### src/rtl/relm_div_seq_if.sv
// Operand/result bundle for the relm_div_seq radix-8 restoring divider.
// The master drives the request side; the slave (the divider) drives results.
interface relm_div_seq_if #(
    parameter int WD = 32
);
    logic          start_in;
    logic [WD-1:0] n_in;
    logic [WD-1:0] d_in;
    logic          busy_out;
    logic          done_out;
    logic [WD-1:0] q_out;
    logic [WD-1:0] r_out;
    logic          dz_out;

    modport master (
        output start_in, n_in, d_in,
        input  busy_out, done_out, q_out, r_out, dz_out
    );

    modport slave (
        input  start_in, n_in, d_in,
        output busy_out, done_out, q_out, r_out, dz_out
    );
endinterface

### src/rtl/relm_div_seq.sv
// Sequential unsigned divider, three restoring steps per cycle (MSB first).
// Optional macro RELM_DIV_FASTPATH_EN: skip RUN when d_in==0 or d_in>n_in.
//
// state | meaning
// IDLE  | waiting for start_in, operands captured on accept
// RUN   | retiring 3 quotient bits per cycle
// DONE  | results valid, one-cycle done pulse
module relm_div_seq #(
    parameter int WD = 32
) (
    input logic            clk,
    input logic            rst_n,
    relm_div_seq_if.slave  dif
);
    localparam int NI = (WD + 2) / 3;
    localparam int NW = 3 * NI;
    localparam int CW = (NI > 1) ? $clog2(NI) : 1;
    localparam logic [CW-1:0] CNT_LOAD = CW'(NI - 1);

    typedef enum logic [1:0] {
        IDLE = 2'd0,
        RUN  = 2'd1,
        DONE = 2'd2
    } state_t;

    state_t        state_q, state_nx;
    logic [NW-1:0] n_q;
    logic [WD-1:0] d_q;
    logic [WD-1:0] rem_q;
    logic [WD-1:0] q_acc;
    logic [CW-1:0] cnt_q;
    logic [WD-1:0] q_q, r_q;
    logic          dz_q;

    logic [WD:0]   step_s;
    logic [WD-1:0] rem_nx;
    logic [2:0]    qbit_nx;
    logic [WD+2:0] q_shift;
    logic [WD-1:0] q_nx;
    logic          fast;

`ifdef RELM_DIV_FASTPATH_EN
    assign fast = (dif.d_in == '0) || (dif.d_in > dif.n_in);
`else
    assign fast = 1'b0;
`endif

    // Three chained restoring steps; WD+1 bits so the shifted remainder fits.
    always_comb begin
        rem_nx  = rem_q;
        qbit_nx = '0;
        step_s  = '0;
        for (int i = 0; i < 3; i++) begin
            step_s = {rem_nx, n_q[NW-1-i]};
            if (step_s >= {1'b0, d_q}) begin
                step_s         = step_s - {1'b0, d_q};
                qbit_nx[2-i]   = 1'b1;
            end
            rem_nx = step_s[WD-1:0];
        end
        q_shift = {q_acc, qbit_nx};
        q_nx    = q_shift[WD-1:0];
    end

    always_ff @(posedge clk) begin
        if (!rst_n) state_q <= IDLE;
        else        state_q <= state_nx;
    end

    always_comb begin
        state_nx     = state_q;
        dif.busy_out = 1'b0;
        dif.done_out = 1'b0;
        case (state_q)
            IDLE: begin
                if (dif.start_in) state_nx = fast ? DONE : RUN;
            end
            RUN: begin
                dif.busy_out = 1'b1;
                if (cnt_q == '0) state_nx = DONE;
            end
            DONE: begin
                dif.busy_out = 1'b1;
                dif.done_out = 1'b1;
                state_nx     = IDLE;
            end
            default: state_nx = IDLE;
        endcase
    end

    always_ff @(posedge clk) begin
        if (!rst_n) begin
            n_q   <= '0;
            d_q   <= '0;
            rem_q <= '0;
            q_acc <= '0;
            cnt_q <= '0;
            q_q   <= '0;
            r_q   <= '0;
            dz_q  <= 1'b0;
        end else begin
            case (state_q)
                IDLE: if (dif.start_in) begin
                    n_q   <= NW'(dif.n_in);
                    d_q   <= dif.d_in;
                    rem_q <= '0;
                    q_acc <= '0;
                    cnt_q <= CNT_LOAD;
                    if (fast) begin
                        q_q  <= (dif.d_in == '0) ? '1 : '0;
                        r_q  <= dif.n_in;
                        dz_q <= (dif.d_in == '0);
                    end
                end
                RUN: begin
                    n_q   <= n_q << 3;
                    rem_q <= rem_nx;
                    q_acc <= q_nx;
                    if (cnt_q == '0) begin
                        q_q  <= q_nx;
                        r_q  <= rem_nx;
                        dz_q <= (d_q == '0);
                    end else begin
                        cnt_q <= cnt_q - CW'(1);
                    end
                end
                default: ;
            endcase
        end
    end

    assign dif.q_out  = q_q;
    assign dif.r_out  = r_q;
    assign dif.dz_out = dz_q;
endmodule

### src/flat_wrapper.sv
// flat-port wrapper written by rule: the top's interface ports become plain ports
module relm_div_seq_flat 
#(
    parameter int WD = 32
)
  (clk, rst_n, dif_start_in, dif_n_in, dif_d_in, dif_busy_out, dif_done_out, dif_q_out, dif_r_out, dif_dz_out);
  relm_div_seq_if #(.WD(WD)) dif_i ();
  input logic clk;
  input logic rst_n;
  input wire logic [$bits(dif_i.start_in)-1:0] dif_start_in;
  input wire logic [$bits(dif_i.n_in)-1:0] dif_n_in;
  input wire logic [$bits(dif_i.d_in)-1:0] dif_d_in;
  output wire logic [$bits(dif_i.busy_out)-1:0] dif_busy_out;
  output wire logic [$bits(dif_i.done_out)-1:0] dif_done_out;
  output wire logic [$bits(dif_i.q_out)-1:0] dif_q_out;
  output wire logic [$bits(dif_i.r_out)-1:0] dif_r_out;
  output wire logic [$bits(dif_i.dz_out)-1:0] dif_dz_out;
  assign dif_i.start_in = dif_start_in;
  assign dif_i.n_in = dif_n_in;
  assign dif_i.d_in = dif_d_in;
  assign dif_busy_out = dif_i.busy_out;
  assign dif_done_out = dif_i.done_out;
  assign dif_q_out = dif_i.q_out;
  assign dif_r_out = dif_i.r_out;
  assign dif_dz_out = dif_i.dz_out;
  relm_div_seq #(.WD(WD)) u_core (.clk(clk), .rst_n(rst_n), .dif(dif_i));
endmodule
### config.mk
export PLATFORM = sky130hd
export DESIGN_NAME = relm_div_seq_flat
export DESIGN_NICKNAME = d
export VERILOG_FILES = /design/src/rtl/relm_div_seq_if.sv /design/src/rtl/relm_div_seq.sv /design/src/flat_wrapper.sv
export SDC_FILE = /design/constraint.sdc
export NUM_CORES = 1
export LEC_CHECK = 0
export ABC_AREA = 1
export CAP_MARGIN = 20
export CORE_MARGIN = 2
export CORE_UTILIZATION = 70
export DETAILED_ROUTE_END_ITERATION = 16
export DONT_BUFFER_PORTS = 1
export GPL_TIMING_DRIVEN = 1
export PLACE_DENSITY = 0.94
export SLEW_MARGIN = 20
export SYNTH_ARGS = -nofsm -noshare
export SYNTH_HDL_FRONTEND = slang
export SYNTH_SLANG_ARGS = --single-unit
export TNS_END_PERCENT = 50
### constraint.sdc
create_clock -name clk -period 14.9 [get_ports clk]
set_input_delay 1.49 -clock clk [delete_from_list [all_inputs] [get_ports clk]]
set_output_delay 1.49 -clock clk [all_outputs]
set_load 0.02 [all_outputs]
; ---- Word-level counts from Yosys, hierarchy flattened
; Index checks and enable logic that the tools add are counted.
[classes]
eq_ne = 5
div = 0
reduce_logical = 10
multipliers = 0
muxes = 19
n_bitwise = 0
shifts = 0
n_lt_le_gt_ge = 3
addsub = 4
[ops]
columns = cell, n
row1 = $mux 32, 4
row2 = $ge 33x32->1, 3
row3 = $sub 32x32->32, 3
row4 = $pmux 33 s2, 1
row5 = $pmux 32 s2, 1
row6 = $pmux 29 s2, 1
row7 = $mux 33, 1
row8 = $logic_not 32->1, 1
row9 = $mux 4, 2
row10 = $pmux 4 s2, 1
row11 = $reduce_and 2->1, 4
row12 = $mux 1, 5
row13 = $logic_not 4->1, 1
row14 = $mux 2, 2
row15 = $ne 2x2->1 const B, 2
row16 = $pmux 2 s2, 1
row17 = $sub 4x1->4 const B, 1
row18 = $reduce_and 3->1, 1
row19 = $eq 2x1->1 const B, 1
row20 = $eq 2x2->1 const B, 1
row21 = $logic_not 2->1, 1
row22 = $ne 2x1->1 const B, 1
row23 = $reduce_bool 2->1, 1
row24 = $reduce_or 2->1, 1
[totals]
latchBits = 0
romBits = 0
regBits = 197
input_bits = 67
ram_bits = 0
memories = 0

; ---- Longest topological paths before layout
; Gate-level depths: netlist of run 1.
[depth]
word_depth = 7
depth_mapped = 50
ltp_nobuf = 45

; ---- Least setup slack after synthesis of run 1
; OpenSTA, ideal clock, no wires.
[synth_timing]
kind = register to register
startpoint = register u_core.d_q[24]
endpoint = register u_core.r_q[1], in the netlist u_core.dif.r_out[1]
slack_ps = 9277
arrival_ps = 5514
synth_period_minus_slack_ps = 5623
stages_incl_launch_ff = 43
n_path_buf = 4
path_cell_list = dfxtp_1 -> inv_1 -> ha_1 -> nand2_1 -> inv_1 -> a21oi_2 -> nand2_1 -> nand2_1 -> nand2_1 -> a21oi_4 -> nand2_4 -> buf_6 -> or2_2 -> nand2_1 -> inv_1 -> ha_1 -> a21o_1 -> nor2_1 -> [7 not listed] -> o21ai_1 -> inv_1 -> ha_1 -> a21oi_1 -> o21ai_0 -> nand2_1 -> nand2_1 -> nand3_1 -> nand2_1 -> nand4_1 -> nand2_1 -> a21oi_2 -> clkbuf_1 -> nand3_1 -> nand2_1 -> nand2_1 -> nand2_1 -> inv_1
[synth_between]
elab_chain_cells = 6
word_cells_on_any_way = 9
cone_classes = 3 x add/sub / 3 x order compare / 3 x mux
[synth_lines]
columns = item, line_no
row1 = start: declaration, relm_div_seq.sv:28  ; logic [WD-1:0] d_q;
row2 = start signal: assignment, relm_div_seq.sv:105  ; d_q <= dif.d_in;
row3 = $sub 32x32->32 / $ge 33x32->1 (equally long branches), "relm_div_seq.sv:56, relm_div_seq.sv:55"
row4 = $mux 32, relm_div_seq.sv:55  ; if (step_s >= {1'b0, d_q}) begin
row5 = $ge 33x32->1 / $sub 32x32->32 (equally long branches), "relm_div_seq.sv:55, relm_div_seq.sv:56"
row6 = $mux 32, relm_div_seq.sv:55
row7 = $sub 32x32->32 / $ge 33x32->1 (equally long branches), "relm_div_seq.sv:56, relm_div_seq.sv:55"
row8 = $mux 32 (*), relm_div_seq.sv:55
row9 = end signal: assignment, relm_div_seq.sv:111  ; r_q <= dif.n_in;
row10 = end signal: assignment, relm_div_seq.sv:121  ; r_q <= rem_nx;
row11 = end: declaration, relm_div_seq.sv:32  ; logic [WD-1:0] q_q, r_q;
; Every way passes the cells marked *; elsewhere a longest branch is shown, timed or not.
; A chain may end at the register's enable or synchronous reset.

; ---- Worst setup path in the final report of run 1
[layout_timing]
startpoint = register u_core.rem_q[11]
endpoint = register u_core.r_q[4], in the netlist u_core.dif.r_out[4]
[layout_between]
elab_chain_cells = 6
word_cells_on_any_way = 9
cone_classes = 3 x add/sub / 3 x order compare / 3 x mux
[layout_lines]
columns = item, line_no
row1 = start: declaration, relm_div_seq.sv:29  ; logic [WD-1:0] rem_q;
row2 = start signal: assignment, relm_div_seq.sv:117  ; rem_q <= rem_nx;
row3 = $sub 32x32->32 / $ge 33x32->1 (equally long branches), "relm_div_seq.sv:56, relm_div_seq.sv:55"
row4 = $mux 32 (*), relm_div_seq.sv:55
row5 = $ge 33x32->1 / $sub 32x32->32 (equally long branches), "relm_div_seq.sv:55, relm_div_seq.sv:56"
row6 = $mux 32 (*), relm_div_seq.sv:55
row7 = $sub 32x32->32 / $ge 33x32->1 (equally long branches), "relm_div_seq.sv:56, relm_div_seq.sv:55"
row8 = $mux 32 (*), relm_div_seq.sv:55
; Marks and branches as above.

==> results.md, run 1 <==
* DRT iter0 DRCs at 2335
* Pre-antenna DRT Iters at 7
* Wire per inst at ~21 um
* Largest net degree at the start of global routing at 128
* Die area at 22460 sq um
* FF-to-FF Start: u_core.rem_q[11]
* Core area at around 21000 sq um
* Crit-path max FO at 39
* Synth warnings at 0
* RR Endpoint: u_core.dif.r_out[4]
* FF+latch area at about 3900 sq um
* Post-CTS setup buffer count at 0
* Clock tree root buffer cell: clkbuf_16
* Final Skew at 21.14 ps
* Rows at between 50 and 60
* Global Route Usage Sum at 48.29%
* CTS Buf Count at 17
* Top cells by area, synth: dfxtp_1 (26%), nand2_1 (19%), ha_1 (8.5%), inv_1 (6.4%), a21oi_1 (6.1%)
* Non-Filler Instances at between 2000 and 3000
* Post-synth cell types at 48
* Clock transition at the registers of the reported paths at around 90 ps
* Hold path depth at 2
* Register area share after synthesis at a little over a quarter
* Worst Hold End: u_core.n_q[32]
* Final WL at 54550 um
* Via count at around 17000
* Num ports at 134
* Syn_nets at ~2500
* Cts hold-fix bufs at 0
* Fill cells at approximately 1700
* Count of final max-slew check failures at 0
* Clock tree buffer depth at 2
* CTS HTree Levels at 4
* Initial antenna violation count at 2
* Final setup fails at 0
* Worst reg-to-reg setup slack at approximately 5700 ps
* Yosys top cell area share at a little over a quarter
* Final Cycle Share at 61.56%
* Vias/cell at between 6 and 7
* Cells after Synth at 2369
* Number of nets in the finished design at roughly 2500
* Initial Utilization at between 70% and 80%
* Vias in the first global route at 15638
* Detail Route Antenna Nets at 0
* Critical Path AT at around 9500 ps
* Worst relative slew slack at a little over 6%
* CTS tree: yes
* Ant. Diodes at 0
* Detailed-route DRC error count at 0
* Die width at between 100 and 150 um
* First-pass GRT wire length at ~84000 um
* WP data required at 15260 ps
* GP Congestion at approximately 1.2
* Crit path top cell by count: nand2_1
* Number of synthesized register bits at ~200
* Layout cells sized above 1 at ~5.3%
* Slew @ Worst Pin at between 1000 and 1500 ps
* EDFF count, synth at 0
* Status: complete, no violations
* Origin of the worst min-delay path: u_core.n_q[32]
* TritonCTS Sinks at 197
* Setup crit end kind: flip-flop
* Chip Height at 149.9 um
* GR Overflow Total at 0
* Post-Syn Area at ~15000 sq um
* Hold crit path type: reg -> reg
* Commonest cells after routing, fill and taps aside: nand2_1 (754), inv_1 (255), dfxtp_1 (197)
* I/O Buffers at 0
* Area Growth Syn to Fin at 4.327%
* Achievable frequency at ~110 MHz
* Asr flop ratio synth at 0%
* Syn avg cell area at roughly 6.3 sq um
* Max-cap viol count at 0
* Cell taking the most area after synthesis: dfxtp_1
* Highest-delay cell along the critical path: nand4_2
* Most used flip-flop cell after synthesis: dfxtp_1
* Critical path launch point type: flip-flop
* RSZ-0062 raised after global routing: false
* Worst-Skew Late Latency at 470 ps
* Cts repair resizes at 0
* Critical path type: reg -> reg
* Reg2Reg Depth at 40
* Final min period at roughly 9200 ps
* Post-DP HPWL at 39760 um
* Commonest non-fill, non-tap cell in the layout: nand2_1
* Endpoints failing hold at 0
* Footprint of the multi-input gates at roughly 9500 sq um
* Setup TNS at 0 ps
* Cells after DPL at 2562
* CP max stage delay at roughly 860 ps
[per-layer routing]
layer / part of all wire (%) / track usage (%) / up-vias
met1: 35 / 55.68 / 7431
met4: 9.4 / 36.04 / 2
met3: 14 / 17.13 / 414
met5: 0.031 / 0 / -
li1: - / - / 7532
met2: 41 / 73.47 / 1285
[per-stage QoR]
step,setup WS (ps),utilization [%],area [sq um],hold slack (ps)
final,5727,74.15,15540,466.5
after global placement,6645,71.02,14880,448.7
after detailed placement,6419,71.02,14880,458.0
after floorplan,9277,-,14890,439.8
after CTS,6324,74.15,15540,468.2
after global routing,5414,74.15,15540,490.6
[synth_stat cells (3+ instances only)]
cell type	number
nor3_1	17
nor4_1	7
nand2_4	4
buf_6	10
or2_2	8
nand3_2	6
a31oi_1	38
ha_1	101
nand2_1	755
clkbuf_1	63
dfxtp_1	197
inv_2	10
nand3_1	125
a21oi_2	22
a21o_1	17
xnor2_1	26
buf_4	5
o21ai_0	160
inv_1	255
nand4_1	16
a21oi_1	181
o21a_1	10
o21ai_1	5
xor2_1	43
nor2_1	185
nand3b_1	10
nand2_2	13
o21bai_1	36
fa_1	3
nor2_2	6
buf_2	13
[cell families (layout without fill, tap and decap cells)]
kind of cell / Yosys count / count (layout) / share of synthesized area [%]
AO/OA/AOI/OAI: 482 / 482 / 18.46
XOR/XNOR: 69 / 69 / 4.057
adder cells (fa/ha/maj): 104 / 104 / 8.888
buffers and inverters: 357 / 307 / 9.736
flip-flops: 197 / 197 / 26.48
AND/OR/NAND/NOR: 1160 / 1160 / 32.38
[worst max-delay path: cells and delay by family, from the launching register on]
kind	cells	cell delay [ps]
AND/OR/NAND/NOR	28	4720
AO/OA/AOI/OAI	6	1740
adder cells (fa/ha/maj)	3	1190
buffers and inverters	3	690
flip-flops	1	640
[worst max-delay path by stage]
stage | from | slack, ps | cells after the start | to
6_report | u_core.rem_q[11] | 5730 | 40 | u_core.dif.r_out[4]
5_1_grt | u_core.rem_q[11] | 5410 | 40 | u_core.dif.r_out[4]
4_1_cts | u_core.d_q[1] | 6320 | 39 | u_core.dif.r_out[4]
3_5_place_dp | u_core.d_q[1] | 6420 | 38 | u_core.dif.r_out[22]
3_3_place_gp | u_core.d_q[14] | 6640 | 41 | u_core.dif.r_out[3]
2_1_floorplan | u_core.d_q[24] | 9280 | 42 | u_core.dif.r_out[1]
[sequential cells by signal, summed over array words and instances, names as in the netlist]
| register | count |
|---|---|
| u_core.cnt_q | 4 |
| u_core.dif.dz_out | 1 |
| u_core.dif.q_out | 32 |
| u_core.state_q | 2 |
| u_core.q_acc | 29 |
| u_core.dif.r_out | 32 |
| u_core.n_q | 33 |
| u_core.rem_q | 32 |
| u_core.d_q | 32 |
[final cells by class]
class | instances | share of cell area, %
Timing Repair Buffer | 9 | 0.4348
Sequential cell | 197 | 25.38
Clock buffer | 17 | 2.738
Tap cell | 275 | 2.214
Clock inverter | 15 | 1.482
Multi-Input combinational cell | 1815 | 61.33
Inverter | 266 | 6.426
Power of run 1 is not shown: default switching activity piles up to over one toggle a cycle in this logic, so the estimate is an artifact.
==> run 2: changes to the inputs <==
--- a/config.mk
+++ b/config.mk
@@ -8,11 +8,11 @@
 export ABC_AREA = 1
 export CAP_MARGIN = 20
 export CORE_MARGIN = 2
-export CORE_UTILIZATION = 70
+export CORE_UTILIZATION = 59
 export DETAILED_ROUTE_END_ITERATION = 16
 export DONT_BUFFER_PORTS = 1
 export GPL_TIMING_DRIVEN = 1
-export PLACE_DENSITY = 0.94
+export PLACE_DENSITY = 0.86
 export SLEW_MARGIN = 20
 export SYNTH_ARGS = -nofsm -noshare
 export SYNTH_HDL_FRONTEND = slang
==> constraint.sdc (replaced) <==
create_clock -name clk -period 7.84 [get_ports clk]
set_input_delay 0.784 -clock clk [delete_from_list [all_inputs] [get_ports clk]]
set_output_delay 0.784 -clock clk [all_outputs]
set_load 0.02 [all_outputs]
==> run 2 against run 1 <==
Setup slack lost 5200 ps. Clock skew decreased by 3.2 ps. Register-to-register slack got worse by 5200 ps. Cell count increased by 3.0%. Final area grew 1.6%. Via count fell by 5.0%. Critical path type unchanged. Sequential share of layout area down 0.40 points. Routed wire length is 3.5% lower.
==> results.md, run 2 (synthesized netlist as in run 1, its figures left out) <==
* Clock tree root buffer cell: clkbuf_16
* Setup TNS at 0 ps
* I/O Buffers at 0
* Reg2Reg Depth at 44
* Number of nets in the finished design at 2500
* Initial Utilization at between 50% and 60%
* Finished Core Util at 63.25%
* Core area at around 25000 sq um
* Status: complete, no violations
* Final Skew at 17.93 ps
* RR Endpoint: u_core.rem_q[9]
* Chip Height at between 150 and 200 um
* Wire per inst at around 20 um
* First-pass GRT wire length at roughly 81000 um
* Critical path type: reg -> reg
* Ant. Diodes at 0
* Die area at 26530 sq um
* CP max stage delay at 570 ps
* Area Growth Syn to Fin at 6.006%
* Largest net degree at the start of global routing at 128
* Cts hold-fix bufs at 0
* Via count at 15828
* Pre-antenna DRT Iters at 6
* Area after DPL at 15140 sq um
* Final setup fails at 0
* DRT iter0 DRCs at ~1600
* Vias in the first global route at around 15000
* Crit path top cell by count: nand2_1
* Clock transition at the registers of the reported paths at around 90 ps
* Initial antenna violation count at 2
* Layout cells sized above 1 at between 6 and 7%
* Worst-Skew Late Latency at ~440 ps
* Final WL at roughly 53000 um
* Commonest cells after routing, fill and taps aside: nand2_1 (754), inv_1 (255), dfxtp_1 (197)
* Critical path launch point type: flip-flop
* Crit path from: u_core.d_q[20]
* Num ports at 134
* Achievable frequency at roughly 140 MHz
* Highest-delay cell along the critical path: nor4_1
* Detailed-route DRC error count at 0
* Setup crit end kind: flip-flop
* Die width at 162.9 um
* Largest register FFs at 33
* Final Cycle Share at around 94%
* FF-to-FF Start: u_core.d_q[20]
* Critical Path AT at 7720 ps
* Setup WS pre-CTS at ~600 ps
* Crit-path max FO at 29
* Endpoints failing hold at 0
* Fill cells at approximately 2400
* CTS Buf Count at 17
* Worst setup endpoint: u_core.rem_q[9]
* Detail Route Antenna Nets at 0
* Global Route Usage Sum at 39.69%
* Slew @ Worst Pin at ~1000 ps
* Commonest non-fill, non-tap cell in the layout: nand2_1
* Hold crit path type: reg -> reg
* Worst reg-to-reg setup slack at slightly below 500 ps
* Max-cap viol count at 0
* WP data required at just over 8000 ps
* Rows at a little under 60
* RSZ-0062 raised after global routing: false
* Final min period at between 7000 and 8000 ps
* CTS HTree Levels at 4
* CTS tree: yes
* Finished Cell Area at between 15000 and 20000 sq um
* Biggest register: u_core.n_q
* Worst relative slew slack at about a third
* Clock tree buffer depth at 2
* GP Congestion at ~1.0
* Vias/cell at slightly below 6
* TritonCTS Sinks at 197
* GR Overflow Total at 0
* Setup ws final at around 500 ps
* Post-DP HPWL at 40590 um
* Count of final max-slew check failures at 0
run 2: changes by cell type in the layout (fill, tap and decap cells not counted), sizes merged:
cell,change
clkbuf,+1
buf,+23
clkinv,+5
inv,-7
bufinv,+1
run 2: worst min-delay path by stage:
stage                    start         endpoint  slack (ps)  depth (start not counted)
3_3_place_gp   u_core.cnt_q[0]  u_core.cnt_q[0]         450                          2
2_1_floorplan  u_core.cnt_q[0]  u_core.cnt_q[0]         440                          2
6_report        u_core.n_q[12]   u_core.n_q[15]         470                          2
5_1_grt            dif_n_in[2]    u_core.n_q[2]         470                          2
4_1_cts                  rst_n   u_core.n_q[17]         470                          2
3_5_place_dp    u_core.n_q[29]   u_core.n_q[32]         460                          2
run 2: layout make-up:
class | count | area (sq um) | area share [%]
Clock inverter | 14 | 203.9 | 1.292
Inverter | 266 | 998.5 | 6.324
Tap cell | 330 | 412.9 | 2.615
Multi-Input combinational cell | 1815 | 9534 | 60.39
Clock buffer | 18 | 439.2 | 2.782
Timing Repair Buffer | 32 | 256.5 | 1.625
Sequential cell | 197 | 3944 | 24.98
run 2: timing repair:
item | 4_1_cts | 5_1_grt
gates resized for setup | 0 | 3
setup buffers | 0 | 0
endpoints found under the setup margin | 0 | 18
run 2: layer usage:
metal	share of wire, %	wire length, um	track usage, %
met5	0	0	0
met4	3.8	2019	14.92
met3	10	5449	7.843
met2	45	23450	64.18
met1	41	21740	52.41
run 2: metrics by stage:
stage	std cells	hold WS (ps)
after floorplan	2369	439.8
after global placement	2640	447.9
after detailed placement	2640	457.7
after CTS	2672	470.1
after global routing	2672	470.8
final	2672	470.5
run 2: critical path, delay by kind of cell (launching register included):
family / cells / cell delay (ps)
buf+inv: 8 / 1490
simple gates: 27 / 3260
fa+ha+maj: 3 / 1130
compound gates: 6 / 1010
flops: 1 / 310
Power of run 2 is left out for the same reason.
==> run 3: changes to the inputs <==
--- a/config.mk
+++ b/config.mk
@@ -5,14 +5,15 @@
 export SDC_FILE = /design/constraint.sdc
 export NUM_CORES = 1
 export LEC_CHECK = 0
-export ABC_AREA = 1
+export ABC_AREA = 0
+export ABC_CLOCK_PERIOD_IN_PS = 7840
 export CAP_MARGIN = 20
 export CORE_MARGIN = 2
 export CORE_UTILIZATION = 59
 export DETAILED_ROUTE_END_ITERATION = 16
 export DONT_BUFFER_PORTS = 1
 export GPL_TIMING_DRIVEN = 1
-export PLACE_DENSITY = 0.86
+export PLACE_DENSITY_LB_ADDON = 0.25
 export SLEW_MARGIN = 20
 export SYNTH_ARGS = -nofsm -noshare
 export SYNTH_HDL_FRONTEND = slang
==> run 3 against run 2 <==
Utilization up 8.7 points. Cell count fell by 20%. Via count decreased by 14%. Routed wire length decreased by 18%. Critical endpoint is now u_core.rem_q[14].
==> results.md, run 3 <==
* Clock tree buffer depth at 2
* TritonCTS Sinks at 197
* Chip Height at 155 um
* Critical Path AT at ~8100 ps
* Fill cells at 1751
* Commonest cells after routing, fill and taps aside: nand2_1 (218), buf_4 (195), dfxtp_1 (194)
* Detail Route Antenna Nets at 0
* Count of final max-slew check failures at 0
* Critical path buffer and inverter count at 7
* Largest net degree at the start of global routing at approximately 100
* Most numerous cell in the Yosys netlist: nand2_1
* WP data required at between 8000 and 9000 ps
* Critical path launch point type: flip-flop
* Largest register FFs at 33
* Final setup fails at 0
* Rows at 55
* DRT iter0 DRCs at 1217
* Vias/cell at roughly 6.3
* Crit path top cell by count: buf_4
* Wire per inst at between 20 and 25 um
* Initial Utilization at between 50% and 60%
* I/O Buffers at 0
* Global Route Usage Sum at a little over a third
* Worst setup endpoint: u_core.rem_q[14]
* Number of nets in the finished design at ~2000
* GR Overflow Total at 0
* Worst reg-to-reg setup slack at roughly 96 ps
* Setup TNS at 0 ps
* Slew @ Worst Pin at 1036 ps
* Cells after Synth at approximately 1700
* Worst-Skew Late Latency at about 450 ps
* Detailed-route DRC error count at 0
* Syn avg cell area at just under 8 sq um
* Ant. Diodes at 0
* First-pass GRT wire length at ~67000 um
* Synth warnings at 0
* GP Congestion at 1.038
* Post-DP HPWL at 31630 um
* Cts hold-fix bufs at 0
* Final Cycle Share at between 90% and 100%
* CP max stage delay at 450 ps
* Syn_nets at approximately 1900
* Area after DPL at 14800 sq um
* Footprint of the multi-input gates at between 9000 and 10000 sq um
* Worst relative slew slack at roughly 30%
* Biggest register: u_core.n_q
* RR Endpoint: u_core.rem_q[14]
* Top cells by area, synth: dfxtp_1 (29%), ha_1 (9.4%), a21oi_1 (7.2%), nand2_1 (6.1%), mux2i_1 (4.7%)
* Number of synthesized register bits at between 150 and 200
* Crit path from: u_core.rem_q[3]
* Reg2Reg Depth at 35
* Die width at 155 um
* Status: complete, no violations
* Crit-path max FO at 11
* Final WL at about 43000 um
* Synth cell count leaders: nand2_1 (219), dfxtp_1 (197), a21oi_1 (193)
* Layout cells sized above 1 at approximately a fifth
* Max-cap viol count at 0
* Setup crit end kind: flip-flop
* Highest-delay cell along the critical path: dfxtp_1
* Achievable frequency at 129.1 MHz
* Final min period at 7744 ps
* Num ports at approximately 130
* FF-to-FF Start: u_core.rem_q[3]
* Commonest non-fill, non-tap cell in the layout: nand2_1
* CTS Buf Count at 17
* Post-Syn Area at 13450 sq um
* Register area share after synthesis at roughly 30%
* Hold path depth at 2
* Clock transition at the registers of the reported paths at ~90 ps
* Clock tree root buffer cell: clkbuf_16
* CP delay by family, top: compound AO/OA/AOI/OAI gates
* Asr flop ratio synth at 0%
* Post-synth cell types at 78
* Yosys top cell area share at between 20% and 30%
* Vias in the first global route at 12667
* Critical path depth at 35
* Pre-antenna DRT Iters at 6
* CTS tree: yes
* Area Growth Syn to Fin at 20.28%
* Finished Cell Area at about 16000 sq um
* Most used flip-flop cell after synthesis: dfxtp_1
* Die area at 24030 sq um
* CTS HTree Levels at 4
* Via count at 13533
* Endpoints failing hold at 0
* Critical path type: reg -> reg
* FF+latch area at just under 4000 sq um
* Final Skew at around 24 ps
* EDFF count, synth at 0
* Hold crit path type: reg -> reg
* Core area at approximately 23000 sq um
* Initial antenna violation count at 0
* Cell taking the most area after synthesis: dfxtp_1
[run 3: cell types whose count changed in the layout (fill, tap and decap cells not counted), sizes merged, moves of 62 or more]
cell,delta
buf,+173
inv,-190
mux2i,+63
nand2,-550
nand3,-96
nor2,-62
[run 3: cell families (layout without fill, tap and decap cells)]
| family | after synthesis | in the layout | synth area share (%) |
|---|---|---|---|
| AO/OA/AOI/OAI | 539 | 539 | 25.08 |
| AND/OR/NAND/NOR | 508 | 509 | 16.77 |
| flip-flops | 197 | 197 | 29.32 |
| buffers and inverters | 163 | 310 | 4.976 |
| multiplexers | 112 | 112 | 8.873 |
| adder cells (fa/ha/maj) | 104 | 104 | 9.840 |
| XOR/XNOR | 79 | 79 | 5.143 |
[run 3: metal layers]
layer  up-vias  track usage, %  part of all wire, %
met3        95           8.134                  9.3
li1       6411               -                    -
met4         0           11.20                  2.9
met1      6418           46.08                   42
met2       609           56.30                   46
met5         -               0                    0
[run 3: cell type report]
class	count	area share, %
timing repair buffer	206	10.25
inverter	72	1.709
clock buffer	17	2.629
multi-input combinational	1343	57.38
tap	285	2.204
sequential	197	24.40
clock inverter	15	1.431
[run 3: tightest hold or removal path, delay by kind of cell, from the launching register on]
| family | cells | cell delay [ps] |
|---|---|---|
| DFF | 1 | 320 |
| and+or+nand+nor | 1 | 50 |
| AOI/OAI and AO/OA | 1 | 50 |
[run 3: how the worst min path moves through the flow]
stage	from	endpoint	slack, ps
6_report	u_core.q_acc[28]	u_core.dif.q_out[31]	460
5_1_grt	dif_d_in[9]	u_core.d_q[9]	460
4_1_cts	dif_d_in[9]	u_core.d_q[9]	460
3_5_place_dp	u_core.q_acc[28]	u_core.dif.q_out[31]	450
3_3_place_gp	u_core.q_acc[26]	u_core.dif.q_out[29]	450
2_1_floorplan	u_core.q_acc[26]	u_core.dif.q_out[29]	430
[run 3: repair_timing]
action                                  CTS  global route
buffers inserted                          3            26
pin swaps                                 3            23
endpoints found under the setup margin   57            66
cloned                                    0             2
resized for setup                         8            89
[run 3: stage by stage]
step / utilization (%) / hold WS, ps / setup slack [ps] / instances
final: 71.90 / 456.7 / 95.72 / 2135
after global routing: 71.90 / 463.4 / -148.8 / 2135
after CTS: 68.92 / 456.8 / 42.24 / 2106
after detailed placement: 65.79 / 449.3 / -172.1 / 2071
after global placement: 65.79 / 446.5 / 50.33 / 2071
after floorplan: - / 432.3 / 203.7 / 1702
Power of run 3 is left out for the same reason.
